$ cat src/rtl/fetch_unit.sv
// fetch_unit -- sequential instruction fetch front end.
//
// Issues one memory read per cycle while running, captures the response one
// cycle later into a 2-entry instruction buffer, and presents the oldest
// buffered instruction to the consumer with a valid/ready handshake. A
// redirect pulse reloads the PC and flushes both the buffer and any
// response still in flight.
//
// Ports
//   i_clk           clock, all state changes on the rising edge
//   i_rst_n         asynchronous active-low reset
//   i_en            run request (high = fetch sequentially)
//   i_redirect      one-cycle pulse: load PC from i_redirect_pc and flush
//   i_redirect_pc   redirect target address
//   o_mem_cs        memory read strobe, one read per asserted cycle
//   o_mem_address   read address (current PC)
//   i_mem_data      read data, valid the cycle after the matching strobe
//   o_instr_valid   head instruction valid
//   i_instr_ready   consumer accepts the head instruction this cycle
//   o_instr         head instruction word
//   o_instr_pc      address the head instruction was fetched from

module fetch_unit #(
  parameter int unsigned addr  = 4,
  parameter int unsigned width = 8
) (
  input  logic             i_clk,
  input  logic             i_rst_n,
  input  logic             i_en,
  input  logic             i_redirect,
  input  logic [addr-1:0]  i_redirect_pc,
  output logic             o_mem_cs,
  output logic [addr-1:0]  o_mem_address,
  input  logic [width-1:0] i_mem_data,
  output logic             o_instr_valid,
  input  logic             i_instr_ready,
  output logic [width-1:0] o_instr,
  output logic [addr-1:0]  o_instr_pc
);

  localparam logic [0:0] ST_IDLE = 1'b0;
  localparam logic [0:0] ST_RUN  = 1'b1;

  logic [0:0]       r_state;
  logic [addr-1:0]  r_pc;
  logic             r_inflight;
  logic [addr-1:0]  r_inflight_pc;
  logic [1:0]       r_count;
  logic [width-1:0] r_instr0;
  logic [width-1:0] r_instr1;
  logic [addr-1:0]  r_ipc0;
  logic [addr-1:0]  r_ipc1;

  logic             w_pop;
  logic             w_push;
  logic             w_issue;
  logic [2:0]       w_occupancy;
  logic [1:0]       w_count_next;
  logic [width-1:0] w_instr0_next;
  logic [width-1:0] w_instr1_next;
  logic [addr-1:0]  w_ipc0_next;
  logic [addr-1:0]  w_ipc1_next;

  assign o_instr_valid = (r_count != 2'd0);
  assign o_instr       = r_instr0;
  assign o_instr_pc    = r_ipc0;
  assign o_mem_address = r_pc;

  assign w_pop = o_instr_valid & i_instr_ready;

  // Slots committed after this edge: buffered + landing response - leaving
  // head. Issuing only while this is below 2 keeps the buffer from overflowing.
  assign w_occupancy = {1'b0, r_count} + {2'b00, r_inflight} - {2'b00, w_pop};
  assign w_issue     = (r_state == ST_RUN) & ~i_redirect & (w_occupancy < 3'd2);
  assign o_mem_cs    = w_issue;

  // A response arriving during a redirect belongs to the old stream: drop it.
  assign w_push = r_inflight & ~i_redirect;

  // Buffer next state; entry 0 is always the head.
  always_comb begin
    w_count_next  = r_count;
    w_instr0_next = r_instr0;
    w_instr1_next = r_instr1;
    w_ipc0_next   = r_ipc0;
    w_ipc1_next   = r_ipc1;
    if (i_redirect) begin
      w_count_next = 2'd0;
    end else begin
      unique case ({w_push, w_pop})
        2'b10: begin
          if (r_count == 2'd0) begin
            w_instr0_next = i_mem_data;
            w_ipc0_next   = r_inflight_pc;
          end else begin
            w_instr1_next = i_mem_data;
            w_ipc1_next   = r_inflight_pc;
          end
          w_count_next = r_count + 2'd1;
        end
        2'b01: begin
          w_instr0_next = r_instr1;
          w_ipc0_next   = r_ipc1;
          w_count_next  = r_count - 2'd1;
        end
        2'b11: begin
          if (r_count == 2'd1) begin
            w_instr0_next = i_mem_data;
            w_ipc0_next   = r_inflight_pc;
          end else begin
            w_instr0_next = r_instr1;
            w_ipc0_next   = r_ipc1;
            w_instr1_next = i_mem_data;
            w_ipc1_next   = r_inflight_pc;
          end
        end
        default: ;
      endcase
    end
  end

  always_ff @(posedge i_clk or negedge i_rst_n) begin
    if (!i_rst_n) begin
      r_state       <= ST_IDLE;
      r_pc          <= '0;
      r_inflight    <= 1'b0;
      r_inflight_pc <= '0;
      r_count       <= 2'd0;
      r_instr0      <= '0;
      r_instr1      <= '0;
      r_ipc0        <= '0;
      r_ipc1        <= '0;
    end else begin
      r_state <= i_en ? ST_RUN : ST_IDLE;

      if (i_redirect) begin
        r_pc <= i_redirect_pc;
      end else if (w_issue) begin
        r_pc <= r_pc + addr'(1);
      end

      r_inflight <= w_issue;
      if (w_issue) begin
        r_inflight_pc <= r_pc;
      end

      r_count  <= w_count_next;
      r_instr0 <= w_instr0_next;
      r_instr1 <= w_instr1_next;
      r_ipc0   <= w_ipc0_next;
      r_ipc1   <= w_ipc1_next;
    end
  end

endmodule

$ cat config.mk
export PLATFORM = sky130hd
export DESIGN_NAME = fetch_unit
export DESIGN_NICKNAME = d
export VERILOG_FILES = /design/src/rtl/fetch_unit.sv
export SDC_FILE = /design/constraint.sdc
export NUM_CORES = 1
export LEC_CHECK = 0
export CORE_MARGIN = 8
export CORE_UTILIZATION = 52
export CTS_CLUSTER_DIAMETER = 120
export DETAILED_ROUTE_END_ITERATION = 12
export MAX_ROUTING_LAYER = met4
export PLACE_DENSITY = 0.77
export SETUP_SLACK_MARGIN = 0.05
export SLEW_MARGIN = 20
export SYNTH_ARGS = -nofsm -noshare
export SYNTH_HDL_FRONTEND = slang
export SYNTH_SLANG_ARGS = --single-unit
$ cat constraint.sdc
create_clock -name i_clk -period 3.7 [get_ports i_clk]
set_input_delay 0.555 -clock i_clk [delete_from_list [all_inputs] [get_ports i_clk]]
set_output_delay 0.555 -clock i_clk [all_outputs]
set_load 0.1 [all_outputs]
* Yosys cells after proc, flatten, opt, wreduce, memory -nomap -nowiden
Cells that the tools add are included.
** Storage, ports and cells
- Bits in registers :: 36
- Bits of input ports :: 17
- Output and inout bits :: 18
- Logic and storage cells :: 52
** Operators by class
- Eq/ne operators :: 7
- Reductions and logical operators :: 8
- Multiplexer cells :: 17
- Magnitude comparators :: 1
- Add/sub/neg operators :: 5
- Bitwise gates (word level) :: 5
** Operators with widths (number)
- $mux 8 :: 4
- $mux 4 :: 6
- $pmux 8 s3 :: 1
- $pmux 8 s2 :: 1
- $pmux 4 s3 :: 1
- $pmux 4 s2 :: 1
- $ne 2x2->1 const B :: 3
- $reduce_bool 2->1 :: 3
- $reduce_bool 3->1 :: 2
- $add 4x1->4 const B :: 1
- $and 1x1->1 :: 4
- $eq 2x1->1 const B :: 2
- $eq 2x2->1 const B :: 2
- $pmux 2 s2 :: 1
- $reduce_and 4->1 :: 1
- $add 2x1->3 :: 1
- $lt 3x2->1 const B :: 1
- $reduce_and 3->1 :: 1
- $sub 3x1->3 :: 1
- $add 2x1->2 const B :: 1
- $logic_not 2->1 :: 1
- $mux 2 :: 1
- $sub 2x1->2 const B :: 1
- $mux 1 :: 1
- $not 1->1 :: 1

* Depth between registers and ports, before layout
- Depth after elaboration :: 7
- Mapped depth :: 11

* Least setup slack after synthesis
No wires, ideal clock.
- Kind :: flip-flop to flip-flop
- Start point :: register r_count[1]
- End point :: register r_inflight_pc[0]
- Data required time :: 3.574 ns
- Stages on the path, launching flop included :: 12
- Arrival time :: 3.980 ns
- Setup slack :: -0.406 ns
- Path through :: dfrtp_1 -> inv_1 -> ha_1 -> nand2b_1 -> buf_2 -> inv_1 -> ha_1 -> nand2b_1 -> fa_1 -> nand2_1 -> nor3_2 -> mux2_2
** On the way
- Longest elaborated chain between the ends :: 5
- Elaborated cells on any way between the ends :: 6
- Classes of those cells :: add/sub (2); order compare (1); bitwise (2); reduce/logical (1)
** RTL lines
- from (decl) :: RTL line 48 : logic [1:0] r_count;
- from (signal assigned) :: RTL line 147 : r_count <= w_count_next;
- parallel branches: the longest is 2 deep, another holds $add 2x1->3
- $sub 3x1->3 * :: RTL line 73 : assign w_occupancy = {1'b0, r_count} + {2'b00, r_inflight} - {2'b00, w_pop};
- $lt 3x2->1 * :: RTL line 74 : assign w_issue = (r_state == ST_RUN) & ~i_redirect & (w_occupancy < 3'd2);
- $and 1x1->1 * :: RTL line 74
- named net o_mem_cs :: RTL line 32 : output logic o_mem_cs,
- to (signal assigned) :: RTL line 144 : r_inflight_pc <= r_pc;
- to (decl) :: RTL line 47 : logic [addr-1:0] r_inflight_pc;
Mark *: on every way through the listed nets, which the timed path passes.
A chain may end at the register's enable or synchronous reset.

* Worst setup path in the final report
- Start point :: register r_count[1]
- End point :: output o_mem_cs
** On the way
- Longest elaborated chain between the ends :: 5
- Elaborated cells on any way between the ends :: 6
- Classes of those cells :: add/sub (2); order compare (1); bitwise (2); reduce/logical (1)
** RTL lines (RTL line)
- parallel branches: the longest is 2 deep, another holds $add 2x1->3
- $sub 3x1->3 * :: 73
- $lt 3x2->1 * :: 74
- $and 1x1->1 * :: 74
- to (decl) :: 32
Mark *: on every way between the ends.

==> impl_metrics.yaml <==
run_status:
  status: "finished, final reports clean"
place:
  hpwl_um: 3350
  place_ws_ns: 0.2930
  gp_congestion: 0.7732
  io_buffers: 34
floorplan:
  start_util_pct: 54.31
  die_h_um: 77.84
  pin_count: 35
  num_rows: 22
  coreArea_um2: 3661
  die_x_um: 77.84
  dieArea_um2: 6058
layout:
  syn2layout_area_growth_pct: 28.38
  diodes: 0
  drive_gt1_share_pct: 19.56
  nets: 246
  fillerInstances: 275
logic_synthesis:
  netlist_area_um2: 1988
  synth_xor_area_share_pct: 1.699
  ys_ff_latch: 36
  synthFlopType: "dfrtp_1"
  synth_top_family_by_area: "multiplexers"
  ys_seq_area_share_pct: 45.31
  syn_area_per_cell_um2: 10.98
  synth_top_area_cell: "dfrtp_1"
  synthMuxAreaShare_pct: 17.62
  async_flop_share_pct: 100.0
  yosysWarnings: 0
  yosys.area_share.simple_pct: 10.07
  yosysMostFrequentCell: "dfrtp_1"
  synthAdderAreaFrac_pct: 3.524
  synthCells: 181
  synth_edf_count: 0
  synth_area_leaders: "dfrtp_1 45%, mux2_4 7.6%, mux2i_1 5.5%"
  synth-compound-area-share_pct: 17.56
  synth_top_area_share_pct: 45.31
  synth.distinct_cells: 37
  yosys-top-cells-count: "36 x dfrtp_1, 13 x a21oi_1, 11 x mux2i_1, 11 x nand2_1"
  syn-num-nets: 203
timing:
  tightestPinTransition_ns: 0.9781
  period_share_pct: 92.60
  min_period_ns: 3.426
  hold_viol: 0
  fin_worst_skew_ns: 0.007996
  fin_tns_setup_ns: 0
  fmax_mhz: 291.9
  drv_slew: 0
  max_slew_margin_pct: 34.59
  finalWorstSetupSlack_ns: 0.2739
  setup_violations: 0
  rsz0062_at_grt: "no"
critical_path:
  startpoint_type: "flip-flop"
  crit_path_end_kind: "primary output"
  cpPeakStageDelay_ns: 0.51
  criticalPathCategory: "flip-flop to primary output"
  path_max_fanout: 8
  cp.arrival_ns: 2.87
  crit_chain: "inv_1, ha_1, nand2b_1, inv_1, ha_1, nand2b_1, fa_1, nand2_2, nor3_4, buf_12"
  crit_required_ns: 3.14
  cp_slowest_cell: "fa_1"
detailed_routing:
  met3_length_um: 237
  drt_iter0_markers: 128
  via_per_inst: 5.952
  dr.pass1.iters: 4
  wl_um: 4808
  antenna_left: 0
  vias: 1625
  wl_met1_um: 2203
  drc_errors: 0
  wl_met2_um: 2292
  topRoutingLayerUsed: "met4"
  wl_per_cell_um: 17.61
clocking:
  clock_sinks: 36
  clock_latency_ns: 0.29
  hold_buffers: 0
  htreeDepth: 2
  cts.clk_slew.worst_paths_ns: 0.07
  cts_made_buffers: 5
  cts_buffer_depth: 2
  cts_tree: "yes"
  cts_root_buffer: "clkbuf_8"
global_routing:
  antenna_found_initial: 0
  grt_usage_pct: 16.77
  grt_pass1_wl_um: 8038
  grt_max_degree: 37
  grt_pass1_vias: 1605
  grt_overflow_total: 0
job:
  drv_cap: 0
min_path:
  worstHoldPathType: "flip-flop to flip-flop"
## registers in the layout, indices dropped and copies added (netlist names)
signal and count:
r_inflight 1, r_instr1 8, r_ipc1 4, o_instr 8, r_count 2, o_instr_pc 4
o_mem_address 4, r_inflight_pc 4, r_state 1
## placed cells by master, fill, tap and decap left out, types with 2 or more instances in the layout
master / instances
a21oi_1: 13
a22o_1: 9
a22oi_1: 5
a2bb2oi_1: 2
a31oi_1: 2
buf_4: 14
clkbuf_8: 5
clkdlybuf4s50_1: 32
dfrtp_1: 36
ha_1: 4
inv_1: 7
mux2_2: 8
mux2_4: 10
mux2i_1: 11
nand2_1: 10
nand2b_1: 4
nand3_1: 5
nor2_1: 8
nor2b_1: 3
o211ai_1: 2
o21ai_0: 10
o22ai_1: 2
o31ai_1: 2
or4_1: 3
xnor2_1: 2
## worst paths after layout
kind	start	to	slack (ns)	depth (start not counted)
max reg2reg	r_count[1]$_DFFE_PN0P_	r_inflight_pc[3]$_DFFE_PN0P_	0.64	12
min	o_instr_pc[1]$_DFFE_PN0P_	o_instr_pc[1]$_DFFE_PN0P_	0.51	1
max	r_count[1]$_DFFE_PN0P_	o_mem_cs	0.27	10
min reg2reg	o_instr_pc[1]$_DFFE_PN0P_	o_instr_pc[1]$_DFFE_PN0P_	0.51	1
min in group asynchronous	i_rst_n	r_instr1[1]$_DFFE_PN0P_	0.68	2
max in group asynchronous	i_rst_n	r_ipc1[0]$_DFFE_PN0P_	2.69	2
## critical path: cells and delay by family, from the launching register on
family                   cells  cell delay, ns
buffers and inverters        3            0.40
AND/OR/NAND/NOR              4            0.79
adder cells (fa/ha/maj)      3            0.94
flip-flops                   1            0.45
## final cells by class
cell class	instances	area, um2	share of cell area (%)
sequential	36	900.9	35.29
clock inverter	2	35.03	1.373
multi-input combinational	127	1012	39.66
timing repair buffer	47	445.4	17.45
inverter	7	26.28	1.029
clock buffer	6	72.57	2.843
tap	48	60.06	2.353
## cells by family (layout without fill, tap and decap cells)
| group | count (synthesis) | count (layout) |
|---|---|---|
| and+or+nand+nor | 38 | 38 |
| AOI/OAI and AO/OA | 52 | 52 |
| xor gates and xnor gates | 3 | 3 |
| DFF | 36 | 36 |
| adders and majority gates | 5 | 5 |
| buffers and inverters | 18 | 62 |
| muxes | 29 | 29 |
## routing by layer
layer,global-route usage (%),vias up
met4,6.792,0
li1,-,752
met2,25.40,54
met1,21.06,812
met5,-,-
met3,3.917,7
## stage by stage
step	std cells	hold slack (ns)	util (%)	cell area, um2
after CTS	268	0.5122	68.63	2512
after floorplan	181	0.2594	-	1994
after detailed placement	260	0.4956	65.69	2405
after global placement	260	0.4811	65.69	2405
final	273	0.5095	69.72	2552
after global routing	273	0.5278	69.72	2552
## repair_timing
action / in CTS / in global routing
gates resized for setup: 0 / 1
endpoints found under the setup margin: 0 / 1
buffers inserted: 0 / 5
Power is left out: the tool's default activity adds up to more than one toggle a clock period on the data nets, which glitch-free logic cannot reach.
